===== config.mk =====
export PLATFORM = sky130hd
export DESIGN_NAME = ahb_lite_arb2
export DESIGN_NICKNAME = d
export VERILOG_FILES = /design/src/rtl/ahb_lite_pkg.sv /design/src/rtl/ahb_lite_hold.sv /design/src/rtl/ahb_lite_arb2.sv
export SDC_FILE = /design/constraint.sdc
export NUM_CORES = 1
export LEC_CHECK = 0
export ABC_AREA = 1
export BUFFER_PORTS_ARGS = -buffer_cell sky130_fd_sc_hd__buf_2
export CORE_ASPECT_RATIO = 0.6
export CORE_MARGIN = 4
export CORE_UTILIZATION = 46
export CTS_CLUSTER_DIAMETER = 30
export DETAILED_ROUTE_END_ITERATION = 8
export GPL_ROUTABILITY_DRIVEN = 0
export GPL_TIMING_DRIVEN = 1
export HOLD_SLACK_MARGIN = 0.12
export PLACE_DENSITY = 0.81
export SLEW_MARGIN = 20
export SYNTH_ARGS = -nofsm -noshare
export SYNTH_HDL_FRONTEND = slang
export SYNTH_SLANG_ARGS = --single-unit

===== constraint.sdc =====
create_clock -name pll_core_cpuclk -period 1.75 [get_ports pll_core_cpuclk]
set_input_delay 0.35 -clock pll_core_cpuclk [delete_from_list [all_inputs] [get_ports pll_core_cpuclk]]
set_output_delay 0.35 -clock pll_core_cpuclk [all_outputs]
set_load 0.05 [all_outputs]

===== src/rtl/ahb_lite_pkg.sv =====
// Shared AHB-lite encodings, the address-phase bundle and a burst-length helper
// used by the two-master front-end arbiter.
package ahb_lite_pkg;

   typedef enum logic [1:0] {
      HTRANS_IDLE   = 2'b00,
      HTRANS_BUSY   = 2'b01,
      HTRANS_NONSEQ = 2'b10,
      HTRANS_SEQ    = 2'b11
   } htrans_e;

   typedef enum logic [2:0] {
      HBURST_SINGLE = 3'b000,
      HBURST_INCR   = 3'b001,
      HBURST_WRAP4  = 3'b010,
      HBURST_INCR4  = 3'b011,
      HBURST_WRAP8  = 3'b100,
      HBURST_INCR8  = 3'b101,
      HBURST_WRAP16 = 3'b110,
      HBURST_INCR16 = 3'b111
   } hburst_e;

   typedef enum logic [1:0] {
      HRESP_OKAY  = 2'b00,
      HRESP_ERROR = 2'b01
   } hresp_e;

   // One master's address-phase control, as captured and replayed.
   typedef struct packed {
      logic [31:0] haddr;
      logic        hwrite;
      logic [2:0]  hsize;
      logic [2:0]  hburst;
      logic [3:0]  hprot;
      logic [1:0]  htrans;
   } addr_phase_t;

   localparam addr_phase_t ADDR_PHASE_RST = '{
      haddr:  32'h0000_0000,
      hwrite: 1'b0,
      hsize:  3'b000,
      hburst: 3'b000,
      hprot:  4'b0000,
      htrans: 2'b00
   };

   // Remaining beats after the first beat of a fixed-length burst; zero for
   // SINGLE and undefined-length INCR, which never lock the grant.
   function automatic logic [3:0] burst_beats(input logic [2:0] hburst);
      logic [3:0] beats;
      case (hburst)
         HBURST_WRAP4,  HBURST_INCR4:  beats = 4'd3;
         HBURST_WRAP8,  HBURST_INCR8:  beats = 4'd7;
         HBURST_WRAP16, HBURST_INCR16: beats = 4'd15;
         default:                      beats = 4'd0;
      endcase
      return beats;
   endfunction

endpackage


===== src/rtl/ahb_lite_hold.sv =====
// Per-master capture register: stores a transfer the master believes was
// accepted while it did not own the bus, and flags it for replay.
module ahb_lite_hold
   import ahb_lite_pkg::*;
(
   input  logic        pll_core_cpuclk,
   input  logic        pad_cpu_rst_b,
   input  logic        capture,
   input  logic        clear,
   input  addr_phase_t live,
   output addr_phase_t hold,
   output logic        pend
);

   addr_phase_t conv_s;
   addr_phase_t hold_r;
   logic        pend_r;

   // A replay always starts a new burst, so a captured SEQ becomes NONSEQ INCR.
   always_comb begin
      conv_s = live;
      if (live.htrans == HTRANS_SEQ) begin
         conv_s.htrans = HTRANS_NONSEQ;
         conv_s.hburst = HBURST_INCR;
      end else begin
         conv_s.htrans = HTRANS_NONSEQ;
      end
   end

   // Hold register and pending flag; a capture wins over a replay clear.
   always_ff @(posedge pll_core_cpuclk or negedge pad_cpu_rst_b) begin
      if (!pad_cpu_rst_b) begin
         hold_r <= ADDR_PHASE_RST;
         pend_r <= 1'b0;
      end else if (capture) begin
         hold_r <= conv_s;
         pend_r <= 1'b1;
      end else if (clear) begin
         pend_r <= 1'b0;
      end
   end

   assign hold = hold_r;
   assign pend = pend_r;

endmodule


===== src/rtl/ahb_lite_arb2.sv =====
// Two-master AHB-lite front-end arbiter. The owner passes straight through;
// the other master's address phase is captured and replayed once the grant
// alternates, keeping fixed-length bursts intact when HBURST_LOCK is set.
module ahb_lite_arb2
   import ahb_lite_pkg::*;
#(
   parameter bit HBURST_LOCK = 1'b1
) (
   input  logic        pll_core_cpuclk,
   input  logic        pad_cpu_rst_b,
   input  logic [31:0] m0_haddr,
   input  logic [31:0] m0_hwdata,
   input  logic [2:0]  m0_hburst,
   input  logic [2:0]  m0_hsize,
   input  logic [3:0]  m0_hprot,
   input  logic [1:0]  m0_htrans,
   input  logic        m0_hwrite,
   output logic        m0_hready,
   output logic [31:0] m0_hrdata,
   output logic [1:0]  m0_hresp,
   input  logic [31:0] m1_haddr,
   input  logic [31:0] m1_hwdata,
   input  logic [2:0]  m1_hburst,
   input  logic [2:0]  m1_hsize,
   input  logic [3:0]  m1_hprot,
   input  logic [1:0]  m1_htrans,
   input  logic        m1_hwrite,
   output logic        m1_hready,
   output logic [31:0] m1_hrdata,
   output logic [1:0]  m1_hresp,
   output logic [31:0] bus_haddr,
   output logic [31:0] bus_hwdata,
   output logic [2:0]  bus_hburst,
   output logic [2:0]  bus_hsize,
   output logic [3:0]  bus_hprot,
   output logic [1:0]  bus_htrans,
   output logic        bus_hwrite,
   input  logic [31:0] bus_hrdata,
   input  logic        bus_hready,
   input  logic [1:0]  bus_hresp
);

   addr_phase_t live0_s, live1_s, hold0_s, hold1_s, bus_s;
   logic        pend0_s, pend1_s, pend0_nx_s, pend1_nx_s;
   logic        capture0_s, capture1_s, clear0_s, clear1_s;
   logic        hready0_s, hready1_s, gnt_nx_s;
   logic [3:0]  beats_nx_s;
   logic        gnt_r, dp_valid_r, dp_src_r;
   logic [3:0]  beats_r;

   // Bundle the live master inputs into address-phase records.
   always_comb begin
      live0_s = '{haddr: m0_haddr, hwrite: m0_hwrite, hsize: m0_hsize,
                  hburst: m0_hburst, hprot: m0_hprot, htrans: m0_htrans};
      live1_s = '{haddr: m1_haddr, hwrite: m1_hwrite, hsize: m1_hsize,
                  hburst: m1_hburst, hprot: m1_hprot, htrans: m1_htrans};
   end

   // Per-master ready, capture (non-owner, or owner already replaying) and replay clear.
   always_comb begin
      hready0_s  = (dp_valid_r && !dp_src_r) ? bus_hready : !pend0_s;
      hready1_s  = (dp_valid_r &&  dp_src_r) ? bus_hready : !pend1_s;
      capture0_s = live0_s.htrans[1] && hready0_s && (gnt_r  || pend0_s);
      capture1_s = live1_s.htrans[1] && hready1_s && (!gnt_r || pend1_s);
      clear0_s   = bus_hready && !gnt_r && pend0_s;
      clear1_s   = bus_hready &&  gnt_r && pend1_s;
      pend0_nx_s = capture0_s || (pend0_s && !clear0_s);
      pend1_nx_s = capture1_s || (pend1_s && !clear1_s);
   end

   ahb_lite_hold u_hold0 (
      .pll_core_cpuclk (pll_core_cpuclk),
      .pad_cpu_rst_b   (pad_cpu_rst_b),
      .capture         (capture0_s),
      .clear           (clear0_s),
      .live            (live0_s),
      .hold            (hold0_s),
      .pend            (pend0_s)
   );

   ahb_lite_hold u_hold1 (
      .pll_core_cpuclk (pll_core_cpuclk),
      .pad_cpu_rst_b   (pad_cpu_rst_b),
      .capture         (capture1_s),
      .clear           (clear1_s),
      .live            (live1_s),
      .hold            (hold1_s),
      .pend            (pend1_s)
   );

   // Address mux: the owner's pending replay takes priority over its live inputs.
   always_comb begin
      if (gnt_r && pend1_s) begin
         bus_s        = hold1_s;
         bus_s.htrans = HTRANS_NONSEQ;
      end else if (!gnt_r && pend0_s) begin
         bus_s        = hold0_s;
         bus_s.htrans = HTRANS_NONSEQ;
      end else if (gnt_r) begin
         bus_s = live1_s;
      end else begin
         bus_s = live0_s;
      end
   end

   // Burst lock counter and grant decision, both evaluated at accept edges only.
   always_comb begin
      beats_nx_s = beats_r;
      gnt_nx_s   = gnt_r;
      if (!HBURST_LOCK) begin
         beats_nx_s = 4'd0;
      end else if (!bus_hready) begin
         beats_nx_s = beats_r;
      end else begin
         case (htrans_e'(bus_s.htrans))
            HTRANS_NONSEQ: beats_nx_s = burst_beats(bus_s.hburst);
            HTRANS_SEQ:    beats_nx_s = (beats_r != 4'd0) ? beats_r - 4'd1 : 4'd0;
            HTRANS_BUSY:   beats_nx_s = beats_r;
            default:       beats_nx_s = 4'd0;
         endcase
      end
      if (bus_hready && (beats_nx_s == 4'd0) && (gnt_r ? pend0_nx_s : pend1_nx_s)) begin
         gnt_nx_s = !gnt_r;
      end else begin
         gnt_nx_s = gnt_r;
      end
   end

   // Grant, burst counter and data-phase tracker.
   always_ff @(posedge pll_core_cpuclk or negedge pad_cpu_rst_b) begin
      if (!pad_cpu_rst_b) begin
         gnt_r      <= 1'b0;
         beats_r    <= 4'd0;
         dp_valid_r <= 1'b0;
         dp_src_r   <= 1'b0;
      end else begin
         gnt_r   <= gnt_nx_s;
         beats_r <= beats_nx_s;
         if (bus_hready) begin
            dp_valid_r <= bus_s.htrans[1];
            dp_src_r   <= gnt_r;
         end
      end
   end

   assign bus_haddr  = bus_s.haddr;
   assign bus_hwrite = bus_s.hwrite;
   assign bus_hsize  = bus_s.hsize;
   assign bus_hburst = bus_s.hburst;
   assign bus_hprot  = bus_s.hprot;
   assign bus_htrans = bus_s.htrans;
   assign bus_hwdata = dp_src_r ? m1_hwdata : m0_hwdata;
   assign m0_hready  = hready0_s;
   assign m1_hready  = hready1_s;
   assign m0_hrdata  = bus_hrdata;
   assign m1_hrdata  = bus_hrdata;
   assign m0_hresp   = bus_hresp;
   assign m1_hresp   = bus_hresp;

endmodule


# Yosys cells after proc, flatten, opt, wreduce, memory -nomap -nowiden
# Cells that the tools add are included.
dict set report classes {
  reduce_logical 33
  n_div 0
  n_mul 0
  muxes 17
  addsub 1
  bitwise_logic 0
  shift 0
  magnitude_cmp 0
  n_eq_ne 11
}
# cell n
set op_table {}
lappend op_table {{two-way mux 45 bit} 3}
lappend op_table {{two-way mux 32 bit} 1}
lappend op_table {{case mux 4 bit (3 select lines)} 2}
lappend op_table {{logical AND 1 bit} 16}
lappend op_table {{== test 3 bit, second input constant} 4}
lappend op_table {{== test 2 bit, second input constant} 4}
lappend op_table {{two-way mux 4 bit} 2}
lappend op_table {{two-way mux 1 bit} 7}
lappend op_table {{== test 3 x 2 -> 1 bit, second input constant} 2}
lappend op_table {{logical NOT 1 bit} 6}
lappend op_table {{two-way mux 3 bit} 2}
lappend op_table {{OR reduction 2 bit} 3}
lappend op_table {{logical NOT 4 bit} 1}
lappend op_table {{logical OR 1 bit} 4}
lappend op_table {{nonzero test 2 bit} 2}
lappend op_table {{nonzero test 4 bit} 1}
lappend op_table {{subtractor 4 x 1 -> 4 bit, second input constant} 1}
lappend op_table {{== test 2 x 1 -> 1 bit, second input constant} 1}
dict set report totals {
  register_bits 95
  latchBits 0
  in_bits 191
  memories 0
  rom_bits 0
  out_inout_bits 147
  elab_cells 78
  mem_bits_rw 0
}

# Logic depth before layout (Yosys ltp)
dict set report logic_depth {
  ltp_word 12
  depth_mapped 15
  mapped_depth_nobuf 15
}

# Hierarchy
# From an unflattened synthesis, not the netlist that was laid out.
dict set report unflattened {
  hier_cells 945
  hier_area_um2 6358.6
}
# mod seq_area_each_um2 area_per_inst_um2 cells_per_inst n_inst
set by_module_without_submodules {}
lappend by_module_without_submodules {ahb_lite_hold 1126.1 1785.5 192 2}
lappend by_module_without_submodules {ahb_lite_arb2 175.2 2787.7 561 1}

# Worst setup path after synthesis
# Ideal clock, no wire load.
dict set report synth_timing {
  kind {register to output}
  startpoint {reg gnt_r}
  endpoint {out bus_haddr[10]}
  n_path_buf 2
  stages_incl_launch_ff 8
  arrival_ns 1.480
  slack_ns -0.080
  required_time_ns 1.400
  cell_sequence {dfrtp_1 -> buf_6 -> nor2_8 -> inv_2 -> clkbuf_1 -> o211ai_1 -> o21ai_0 -> inv_1}
}
dict set report synth_via {
  elab_chain_len 4
  word_cells_on_any_way 6
  cone_classes {mux: 3; reduce/logical: 3}
}
# element line
set synth_lines {}
lappend synth_lines {{from (decl)} ahb_lite_arb2.sv:48} ;# logic gnt_r, dp_valid_r, dp_src_r;
lappend synth_lines {{from (signal assigned)} ahb_lite_arb2.sv:137} ;# gnt_r <= gnt_nx_s;
lappend synth_lines {{logical NOT 1 bit} ahb_lite_arb2.sv:96} ;# end else if (!gnt_r && pend0_s) begin
lappend synth_lines {{logical AND 1 bit} ahb_lite_arb2.sv:96}
lappend synth_lines {{two-way mux 45 bit} ahb_lite_arb2.sv:96}
lappend synth_lines {{two-way mux 45 bit *} ahb_lite_arb2.sv:93} ;# if (gnt_r && pend1_s) begin
lappend synth_lines {{to (decl)} ahb_lite_arb2.sv:31} ;# output logic [31:0] bus_haddr,
# Every way passes the cells marked *; elsewhere a longest branch is shown, timed or not.

# Worst setup path in the final report
dict set report layout_timing {
  startpoint {reg gnt_r}
  endpoint {out bus_haddr[24]}
}
# The elaborated chain is that of the path after synthesis.

==> results.toml <==
[worst_setup_path]
cp_max_fo = 17
worstPathRequired_ns = 1.40
crit_type = "reg2out"
crit_path_start_kind = "register"
r2r-end = "gnt_r"
path_buf_inv = 5
slowest_delay_ns = 0.45
rr_startpoint = "gnt_r"
worst_setup_path_end_kind = "output port"
cp.arrival_ns = 1.85
worstRegToRegCells = 18
path_delay_family = "buffers and inverters"
slowest_stage = "dfrtp_2"
worst-r2r-setup-slack_ns = -0.37
worstSetupStartpoint = "gnt_r"
path_cells = "buf_12, nor2_8, inv_6, clkbuf_16, o211ai_1, o21ai_1, inv_2, buf_8"

[finish]
nets = 1275
finalNonFillerCells = 1258
final_cell_area_sq_um = 9370
diodes = 0
area_delta_synth_final_pct = 52.5
drive_gt1_frac = 0.461

[timing]
period_needed_ns = 2.20
setup_slack_ns = -0.448
fin_worst_skew_ns = 0.0103
slew-limit-headroom = 0.734
drv_slew = 0
tightest_slew_ns = 0.398
rsz0062_at_grt = "true"
finalSetupViolations = 64
fmax_mhz = 455
whs_ns = 0.209
final-hold-violation-count = 0
fin_crit_sh = 1.26
fin_setup_tns_ns = -17.98

[outcome]
status = "finished with violations"
failed_checks = "setup timing"

[hold_path]
min_to = "u_hold1.hold[36]"
hold_path.class = "in2reg"
min-delay-start = "m1_haddr[23]"
holdPathStages = 3

[logic_synthesis]
synth_seq_area_share = 0.387
synth_cell_types = 27
yosys_warnings = 0
syn_area_sq_um = 6140
syn-num-nets = 1085
ys_seq_elements = 95
syn_inst = 893
synth_edf_count = 0
ys.flop_type = "dfrtp_1"
synthArstFlopShare = 1.00
syn_avg_cell_area_sq_um = 6.88

[die]
fp-row-count = 32
start_util = 0.473
dieArea_sq_um = 15300
io_pins = 338
coreArea_sq_um = 13000
die_w_microns = 157
fp.dieH_microns = 97.5

[placed_design]
dp_cells = 1217
portBuffers = 235
dp_hpwl_microns = 14600
dpl_cell_area_sq_um = 7230

[global_route]
grt_max_degree = 42
track_usage = 0.268
grt_pass1_wl_microns = 32800
antenna_found_initial = 2
gr-total-overflow = 0
grt_pass1_vias = 6178

[cts]
cts_tree = "done"
clockBufferDepth = 2
cts_root_buf = "clkbuf_16"
cts_buffers = 9
clock-sinks = 95
htreeDepth = 3
cts.reportedPaths.clkPinSlew_ns = 0.08
insertion_delay_ns = 0.35

[drt]
dr_wl_met3_microns = 2850
met2WireLength_microns = 11100
drt_pass1_iterations = 5
wl_per_cell_microns = 19.4
drcViolationCount = 0
m1WireLength_microns = 10000
vias_per_cell = 5.41
drt_iter0_markers = 593
via_count = 6812
wl_microns = 24400
top_layer = "met5"
final_antenna_net_count = 0

[power_and_ir_drop]
power_mw = 23.0
power_density_nw_per_um2 = 2460
p_leak_nw = 4.99
vdd_ir_drop_max_uv = 1820

[run]
max-cap-violations = 0
-- registers in the layout, indices dropped and copies added (netlist names) --
register / flops
beats_r: 4
u_hold0.hold: 43
dp_src_r: 1
u_hold0.pend: 1
u_hold1.hold: 43
u_hold1.pend: 1
gnt_r: 1
dp_valid_r: 1
-- kinds of logic after synthesis --
group                    Yosys count  synth area share
AND/OR/NAND/NOR                  389             0.257
buffers and inverters            226             0.186
AO/OA/AOI/OAI                    182             0.167
flip-flops                        95             0.387
adder cells (fa/ha/maj)            1           0.00204
-- final cells by class --
type	instances	area, sq um
inverters	110	437
fillers	977	3600
repair buffers	295	2820
well taps	170	213
flip-flops and latches	95	2380
clock buffers	11	253
multi-input cells	572	3200
clock inverters	5	63.8
-- tightest hold or removal path: cells and delay by family --
kind,cells,cell delay (ns)
AND/OR/NAND/NOR,2,0.09
buffers and inverters,1,0.08
-- report_power, final --
group	total [mW]	internal [mW]	switching (mW)
registers	3.88	3.24	0.639
logic	17.0	6.68	10.4
clock network	2.12	1.20	0.918
-- cells in the mapped netlist (6+ instances only) --
library cell / n / area (sq um)
o21ai_1: 27 / 135
nand2_1: 345 / 1290
dfrtp_1: 95 / 2380
nor2_1: 11 / 41.3
o211ai_1: 42 / 315
nand2_2: 7 / 43.8
clkbuf_1: 25 / 93.8
buf_4: 70 / 526
o21ai_0: 106 / 531
nand3_1: 12 / 60.1
inv_1: 104 / 390
buf_2: 20 / 100
nand2_4: 6 / 67.6
-- per-layer routing --
layer  track usage  up-vias
li1              -     3115
met1         0.388     3178
met2         0.382      467
met3        0.0948       46
met4        0.0601        6
met5        0.0408        -
-- worst max-delay path by stage --
stage	end	cells past startpoint
final	bus_haddr[24]	8
after global routing	bus_hwrite	8
after detailed placement	bus_haddr[16]	9
after floorplan	bus_haddr[10]	7
after CTS	bus_hwrite	8
after global placement	bus_hsize[0]	9
-- repair_timing --
item | in CTS | in global routing
pin swaps | 10 | 45
buffers inserted | 12 | 3
hold endpoints to repair | 26 | 0
cloned | 3 | 9
resized for setup | 254 | 216
hold buffers | 1 | 0
endpoints found under the setup margin | 80 | 100
-- through the flow --
step                      setup slack [ns]  utilization
after floorplan                     0.0170            -
after global placement              -0.134        0.557
after detailed placement            -0.124        0.557
after CTS                           -0.418        0.652
after global routing                -0.487        0.722
final                               -0.448        0.722
-- placed cells by master, fill, tap and decap left out, types with 2 or more instances in the layout --
cell,count
o21ai_2,6
dfrtp_1,91
dfrtp_2,4
nand3_4,2
buf_12,17
clkinv_4,3
clkbuf_8,2
inv_2,49
buf_4,25
buf_6,15
a21oi_1,2
nand2_4,46
buf_2,155
inv_6,2
inv_4,2
buf_8,72
nand2_8,2
buf_16,2
nor2_2,4
nor2_4,2
o21ai_4,2
nand2_2,63
nor2_1,8
clkbuf_16,17
inv_1,55
o211ai_1,42
o21ai_0,70
nand3_2,2
o21ai_1,56
nand3_1,10
nand2_1,247
(Power assumes the default switching activity.)
